$ cat src/rtl/shadow_capture_v3.sv
// Shadow capture buffer: samples an asynchronous strobe/data pair into a small
// memory, then hands the captured samples out one per read request.
module shadow_capture_v3 #(
    parameter int WIDTH     = 1,
    parameter int DEPTH     = 16,
    parameter int RING_MODE = 0
) (
    input  logic                     clk,
    input  logic                     rst,
    input  logic                     c_en,
    input  logic                     d_clk,
    input  logic [WIDTH-1:0]         d_in,
    input  logic                     rd_en,
    output logic [WIDTH-1:0]         d_out,
    output logic                     d_valid,
    output logic                     d_ready,
    output logic [$clog2(DEPTH):0]   count,
    output logic                     wrapped,
    output logic [1:0]               dbg_state
);

    localparam int AW    = $clog2(DEPTH);
    localparam int CNT_W = AW + 1;
    localparam logic [AW:0] CNT_FULL = CNT_W'(DEPTH);
    localparam logic [AW:0] CNT_LAST = CNT_W'(DEPTH - 1);
    localparam logic [AW:0] CNT_ONE  = CNT_W'(1);

    typedef enum logic [1:0] {
        S_IDLE    = 2'd0,
        S_CAPTURE = 2'd1,
        S_DONE    = 2'd2,
        S_DRAIN   = 2'd3
    } state_t;

    state_t           state_q, state_d;
    logic [AW-1:0]    wr_ptr_q, wr_ptr_d;
    logic [AW-1:0]    rd_ptr_q, rd_ptr_d;
    logic [AW:0]      count_q, count_d;
    logic             wrapped_q, wrapped_d;
    logic [WIDTH-1:0] d_out_q, d_out_d;
    logic             d_valid_q, d_valid_d;

    logic             dclk_s1_q, dclk_s2_q, dclk_s3_q;
    logic [WIDTH-1:0] din_s1_q, din_s2_q;
    logic [WIDTH-1:0] mem_q [DEPTH];

    logic             evt;
    logic             mem_we;

    assign evt = dclk_s2_q & ~dclk_s3_q;

    always_comb begin
        state_d   = state_q;
        wr_ptr_d  = wr_ptr_q;
        rd_ptr_d  = rd_ptr_q;
        count_d   = count_q;
        wrapped_d = wrapped_q;
        d_out_d   = d_out_q;
        d_valid_d = 1'b0;
        mem_we    = 1'b0;

        case (state_q)
            S_IDLE: begin
                if (c_en) begin
                    state_d   = S_CAPTURE;
                    wr_ptr_d  = '0;
                    rd_ptr_d  = '0;
                    count_d   = '0;
                    wrapped_d = 1'b0;
                end
            end

            S_CAPTURE: begin
                // The write is taken even when c_en drops in the same cycle.
                if (evt) begin
                    mem_we   = 1'b1;
                    wr_ptr_d = wr_ptr_q + 1'b1;
                    if (count_q != CNT_FULL) begin
                        count_d = count_q + 1'b1;
                    end else if (RING_MODE != 0) begin
                        wrapped_d = 1'b1;
                    end
                end
                if (!c_en || (RING_MODE == 0 && evt && count_q == CNT_LAST)) begin
                    state_d  = S_DONE;
                    rd_ptr_d = wrapped_d ? wr_ptr_d : '0;
                end
            end

            S_DONE, S_DRAIN: begin
                if (count_q == '0) begin
                    state_d = S_IDLE;
                end else if (rd_en) begin
                    d_valid_d = 1'b1;
                    d_out_d   = mem_q[rd_ptr_q];
                    rd_ptr_d  = rd_ptr_q + 1'b1;
                    count_d   = count_q - 1'b1;
                    state_d   = (count_q == CNT_ONE) ? S_IDLE : S_DRAIN;
                end
            end

            default: state_d = S_IDLE;
        endcase
    end

    always_ff @(posedge clk) begin
        if (rst) begin
            state_q   <= S_IDLE;
            wr_ptr_q  <= '0;
            rd_ptr_q  <= '0;
            count_q   <= '0;
            wrapped_q <= 1'b0;
            d_out_q   <= '0;
            d_valid_q <= 1'b0;
            dclk_s1_q <= 1'b0;
            dclk_s2_q <= 1'b0;
            dclk_s3_q <= 1'b0;
            din_s1_q  <= '0;
            din_s2_q  <= '0;
        end else begin
            state_q   <= state_d;
            wr_ptr_q  <= wr_ptr_d;
            rd_ptr_q  <= rd_ptr_d;
            count_q   <= count_d;
            wrapped_q <= wrapped_d;
            d_out_q   <= d_out_d;
            d_valid_q <= d_valid_d;
            dclk_s1_q <= d_clk;
            dclk_s2_q <= dclk_s1_q;
            dclk_s3_q <= dclk_s2_q;
            din_s1_q  <= d_in;
            din_s2_q  <= din_s1_q;
        end
    end

    // Sample memory is deliberately left out of reset.
    always_ff @(posedge clk) begin
        if (mem_we) begin
            mem_q[wr_ptr_q] <= din_s2_q;
        end
    end

    assign d_out     = d_out_q;
    assign d_valid   = d_valid_q;
    assign d_ready   = (state_q == S_DONE) || (state_q == S_DRAIN);
    assign count     = count_q;
    assign wrapped   = (RING_MODE != 0) && wrapped_q;
    assign dbg_state = state_q;

endmodule

$ cat config.mk
export PLATFORM = sky130hd
export DESIGN_NAME = shadow_capture_v3
export DESIGN_NICKNAME = d
export VERILOG_FILES = /design/src/rtl/shadow_capture_v3.sv
export SDC_FILE = /design/constraint.sdc
export NUM_CORES = 1
export LEC_CHECK = 0
export BUFFER_PORTS_ARGS = -buffer_cell sky130_fd_sc_hd__buf_2
export CORE_MARGIN = 2
export CORE_UTILIZATION = 30
export CTS_BUF_LIST = sky130_fd_sc_hd__clkbuf_4
export CTS_CLUSTER_SIZE = 30
export DETAILED_ROUTE_END_ITERATION = 6
export PLACE_DENSITY = 0.44
export SLEW_MARGIN = 20
export SYNTH_ARGS = -nofsm -noshare
export SYNTH_HDL_FRONTEND = slang
export SYNTH_SLANG_ARGS = --single-unit
$ cat constraint.sdc
create_clock -name clk -period 4.4 [get_ports clk]
set_clock_uncertainty 0.15 [all_clocks]
set_input_delay 0.22 -clock clk [delete_from_list [all_inputs] [get_ports clk]]
set_output_delay 0.22 -clock clk [all_outputs]
set_load 0.03 [all_outputs]
# Word level (Yosys, flattened, before mapping)

Memories as Yosys holds them, arrays and structs flattened. A register that Yosys moved wholly into a read port is not among the register bits.
Index checks and enable logic that the tools add are counted.

Divide/modulo/power cells: 0
Magnitude comparators: 0
Reductions and logical operators: 14
Shift operators: 0
Equal/unequal tests: 13
Add/subtract/negate cells: 4
Bitwise operators: 4
Multiply operators: 0
Mux-type cells: 24

Operators with widths:

| kind                                                                   | count |
|---|---|
| 5-bit two-way mux                                                      | 5 |
| 4-bit two-way mux                                                      | 5 |
| 5-bit one-hot mux with 3 select lines                                  | 1 |
| 2-bit != test (second input constant)                                  | 6 |
| 4-bit one-hot mux with 3 select lines                                  | 1 |
| 2-bit two-way mux                                                      | 5 |
| 3-bit AND reduction                                                    | 3 |
| 4-bit by 1-bit adder with 4-bit output (second input constant)         | 2 |
| 4-bit one-hot mux with 2 select lines                                  | 1 |
| 2-bit one-hot mux with 3 select lines                                  | 1 |
| 5-bit by 1-bit adder with 5-bit output (second input constant)         | 1 |
| 5-bit by 1-bit equality test with 1-bit output (second input constant) | 1 |
| 5-bit by 4-bit equality test with 1-bit output (second input constant) | 1 |
| 5-bit zero test                                                        | 1 |
| 1-bit two-way mux                                                      | 5 |
| 5-bit != test (second input constant)                                  | 1 |
| 5-bit AND reduction                                                    | 1 |
| 5-bit by 1-bit subtractor with 5-bit output (second input constant)    | 1 |
| 2-bit equality test (second input constant)                            | 2 |
| 4-bit AND reduction                                                    | 1 |
| 3-bit != test (second input constant)                                  | 1 |
| 1-bit inverter                                                         | 3 |
| 3-bit OR reduction                                                     | 1 |
| 2-bit by 1-bit equality test with 1-bit output (second input constant) | 1 |
| other kinds (7)                                                        | 8 |

Latch bits: 0
Logic and storage cells: 70
ROM bits: 0
Memories kept: 1
Register bits: 21
RAM bits: 16

Memory list:

| name  | depth | bits a word | rd ports | clocked after Yosys merged registers in | wr ports | RTL line | text |
|---|---|---|---|---|---|---|---|
| mem_q | 16    | 1           | 1        | 1                                       | 1        | 45       | `logic [WIDTH-1:0] mem_q [DEPTH];` |

# Longest topological paths before layout

Depth after elaboration: 6
Gate-level depth with buffers: 7
Depth with buffers taken out: 7

# Least setup slack after synthesis

OpenSTA, ideal clock, no wires.

Path type: register to register
Start point: register count_q[0] (netlist: count[0])
End point: register count_q[0] (netlist: count[0])
Buffers on the path: 0
Stages on the path, launching flop included: 7
Path slack: 2384 ps
Required time: 4179 ps
Data arrival time: 1795 ps
Cells stage by stage: dfxtp_1 inv_1 ha_1 or4b_4 a21oi_4 or4_1 a21oi_1

Cells in the longest elaborated chain, start to end: 4
Elaborated cells on any way between the ends: 12
Classes of those cells: 2 x add/sub; 3 x eq/ne; 5 x mux; 2 x reduce/logical

Ends and longest elaborated chain:

| element                                                                                               | RTL line | text |
|---|---|---|
| start: declaration                                                                                    | 38       | `logic [AW:0] count_q, count_d;` |
| start signal: assignment                                                                              | 124      | `count_q <= count_d;` |
| 5-bit by 1-bit subtractor with 5-bit output or 5-bit by 1-bit adder with 5-bit output (tied branches) | 97, 79   |  |
| 5-bit two-way mux, on equally long branches                                                           | 93, 78   |  |
| 5-bit two-way mux, on equally long branches                                                           | 91, 75   |  |
| 5-bit one-hot mux with 3 select lines                                                                 | 62       | `case (state_q)` |

Several ways; a longest one is shown, not always the timed one. The select of a mux whose other input is x is not followed.
A chain may end at the register's enable or synchronous reset.

# Worst setup path in the final report

Start point: register state_q[1] (netlist: dbg_state[1])
End point: register rd_ptr_q[0]

Cells in the longest elaborated chain, start to end: 4
Elaborated cells on any way between the ends: 11
Classes of those cells: 7 x eq/ne; 1 x mux; 3 x reduce/logical

Ends and longest elaborated chain:

| element                              | RTL line | text |
|---|---|---|
| start: declaration                   | 35       | `state_t state_q, state_d;` |
| start signal: assignment             | 121      | `state_q <= state_d;` |
| 2-bit equality test                  | 62       |  |
| 2-bit OR reduction                   | 62       |  |
| 2-bit != test (no source line)       | --       |  |
| 4-bit AND reduction (no source line) | --       |  |
| end signal: assignment               | 123      | `rd_ptr_q <= rd_ptr_d;` |
| end: declaration                     | 37       | `logic [AW-1:0] rd_ptr_q, rd_ptr_d;` |

Several ways; a longest one is shown, not always the timed one.

==> summary.md <==
| Metric | Value |
|---|---|
| Status | finished clean |
| Initial drt markers | 80 |
| Worst Setup Start Kind | flop |
| Hold_buf cts | 2 |
| Slew margin rel. | 62.83% |
| DIE HEIGHT | 85.72 um |
| Layout cells sized above 1 | between 10% and 20% |
| Antenna cells | 0 |
| Routability cong. | 0.7105 |
| Switch share | 30.41% |
| Vias/cell | 5.084 |
| Maximum fanout along the worst path | 16 |
| CTS Buf Count | 5 |
| Most common cell after layout, fill and taps aside | nor2_1 |
| Pin count of the biggest net entering global routing | 24 |
| Die ar. | 7347 sq um |
| Total internal power | 554.7 uW |
| Total power | 797.1 uW |
| Gr usage total | 12.43% |
| Clock Tree Root | clkbuf_4 |
| Reg2Reg Depth | 4 |
| Mapped Nets | 212 |
| Warnings from Yosys | 0 |
| Worst Path Buf+Inv | 1 |
| Clock share of power | about a third |
| DR WL/cell | around 15 um |
| Final Hold Fails | 0 |
| Crit path DAT | 2.27 ns |
| Hold Path Class | input pin to flop |
| WHS Path Cells | 3 |
| Worst IR Drop VDD | 133.8 uV |
| Vias | about 1500 |
| Final setup fails | 0 |
| Worst r2r dst | rd_ptr_q[0] |
| Pre-Repair DR Iteration Count | 4 |
| Vias in the first global route | 1381 |
| Global-route congestion overflow total | 0 |
| Worst r2r src | dbg_state[1] |
| Largest stage delay, worst path | 0.70 ns |
| Post_cts resized | 0 |
| DP HPWL | 2.985 mm |
| P_leak | 0.7634 nW |
| CP Capture Type | flop |
| Fmax | ~470 MHz |
| Slowest library cell on the worst path | dfxtp_1 |
| Starting Density | 31.37% |
| Cell chain of the critical path | inv_1 > nor3_1 > nor2_1 > a211oi_2 |
| Post-synthesis sequential area ratio | between 40% and 50% |
| Most frequent cells in the layout | nor2_1, dfxtp_1, edfxtp_1 |
| Comb pwr share | a little under a fifth |
| CTS tree | yes |
| Fin cells | 286 |
| Final Cycle Share | between 40 and 50% |
| Synth Cell Area | approximately 2000 sq um |
| Final slew viol count | 0 |
| Post-synth EDFFs | 16 |
| CTS Buffer Depth | 2 |
| Min-delay src | c_en |
| RSZ-0062 raised after global routing | no |
| CTS H-tree depth | 2 |
| # DRC | 0 |
| Post-synth ARST share | 0% |
| Register bit count reported by yosys | 38 |
| Total of max-cap violations | 0 |
| Clock-pin slew on the worst setup and hold paths | about 0.13 ns |
| Switching Power | 242.4 uW |
| Final wirelength | approximately 4.3 mm |
| Clock sink total | 38 |
| I/O Buffers | 15 |
| Ys flop type | dfxtp_1 |
| Row Count | 29 |
| Number of distinct library cells after synthesis | 48 |
| Io pins | 17 |
| Setup Crit Path Kind | flop to flop |
| Critical Path RT | 4.54 ns |
| First-pass GRT wire length | 7.024 mm |
| Fillers | 652 |
| Post-CTS setup buffer count | 0 |
| Register share of total power | around half |
| Final net count | 224 |
| Internal reg-to-reg setup slack | 2.26 ns |
| Hold path endpoint | dbg_state[0] |
| Pwr dens | 358.5 nW/um^2 |
| Synth Area per Inst | a little over 10 sq um |
| Die width | approximately 86 um |
| Synth-to-layout area growth | 10.99% |
| Placed Instances | 276 |
| Core box area | 6386 sq um |
| Initial antenna violation count | 0 |
| Cells after synthesis | 196 |
| Worst slew pin tran | 0.5568 ns |
| ANT nets after route | 0 |
| Top Family by Delay on Critical Path | flip-flops |
| Tmin final | 2.135 ns |
| Final setup TNS | 0 ns |
| Worst skew pair latency | between 0.3 and 0.4 ns |
-- cell type report --
class | count | area, sq um | area share [%]
well taps | 77 | 96.34 | 4.333
clock inverters | 3 | 45.04 | 2.026
flip-flops and latches | 38 | 920.9 | 41.42
multi-input cells | 138 | 994.7 | 44.74
repair buffers | 18 | 102.6 | 4.615
inverters | 7 | 26.28 | 1.182
clock buffers | 5 | 37.54 | 1.688
-- routing by layer --
layer	vias to the layer above	wire length (um)	GRT usage, %	part of all wire [%]
met4	0	54	4.762	1.3
li1	729	-	-	-
met5	-	0	0	0
met1	700	2216	17.14	52
met3	5	139	3.465	3.3
met2	20	1865	18.54	44
-- through the flow --
stage          util [%]  worst slack, ns  instance area [sq um]  hold slack, ns
6_report          34.82            2.265                   2223         0.08168
3_3_place_gp      33.21            2.281                   2121          0.2695
5_1_grt           34.82            2.035                   2223         0.07911
2_1_floorplan         -            2.384                   2003          0.1982
4_1_cts           34.82            2.229                   2223         0.06821
3_5_place_dp      33.21            2.282                   2121          0.2829
-- worst min-delay path, stage by stage --
cell and delay [ns]:
buf_2 0.13, nor3_1 0.13, nor3b_1 0.07
-- worst max path at each step --
stage / from / to / slack (ns) / depth (start not counted)
finish: dbg_state[1] / rd_ptr_q[0] / 2.26 / 4
global route: dbg_state[1] / rd_ptr_q[0] / 2.04 / 4
CTS: dbg_state[1] / rd_ptr_q[0] / 2.23 / 4
detailed placement: dbg_state[1] / rd_ptr_q[0] / 2.28 / 4
global placement: dbg_state[1] / rd_ptr_q[0] / 2.28 / 4
floorplan: count[0] / count[0] / 2.38 / 6
-- synthesized netlist by cell type, drive strengths merged (4+ instances only) --
library cell	number	area [sq um]
inv	7	26.28
nor3	11	55.05
dfxtp	22	440.4
ha	10	125.1
o21bai	4	30.03
nor2b	8	50.05
clkbuf	6	22.52
mux2i	4	40.04
edfxtp	16	480.5
a21oi	11	70.07
buf	7	38.78
nor2	24	92.59
nand2b	5	31.28
o21ai	6	30.02
nand2	8	30.03
xnor2	4	35.03
nand3	4	20.02
-- sequential cells by signal, summed over array words and instances, names as in the netlist --
register / cells
mem_q: 16
wr_ptr_q: 4
dclk_s2_q: 1
din_s2_q: 1
dclk_s3_q: 1
dbg_state: 2
rd_ptr_q: 4
d_out: 1
dclk_s1_q: 1
count: 5
din_s1_q: 1
d_valid: 1
-- cells by family (layout without fill, tap and decap cells) --
kind of cell    count (synthesis)  after routing  synth area share [%]
buf+inv                        20             33                 4.372
compound gates                 34             34                 12.99
simple gates                   78             78                 21.24
fa+ha+maj                      10             10                 6.246
other cells                     1              1                0.1872
xor+xnor                        7              7                 3.061
flops                          38             38                 45.97
mux                             8              8                 5.934
-- power groups by stage --
stage	Combinational [mW]	Clock, mW	Sequential, mW
3_5_place_dp	0.145	0	0.408
2_1_floorplan	0.107	0	0.412
3_3_place_gp	0.147	0	0.409
5_1_grt	0.160	0.275	0.403
4_1_cts	0.147	0.262	0.400
6_report	0.146	0.250	0.400
Note: power is estimated with default switching activity, not from simulation.
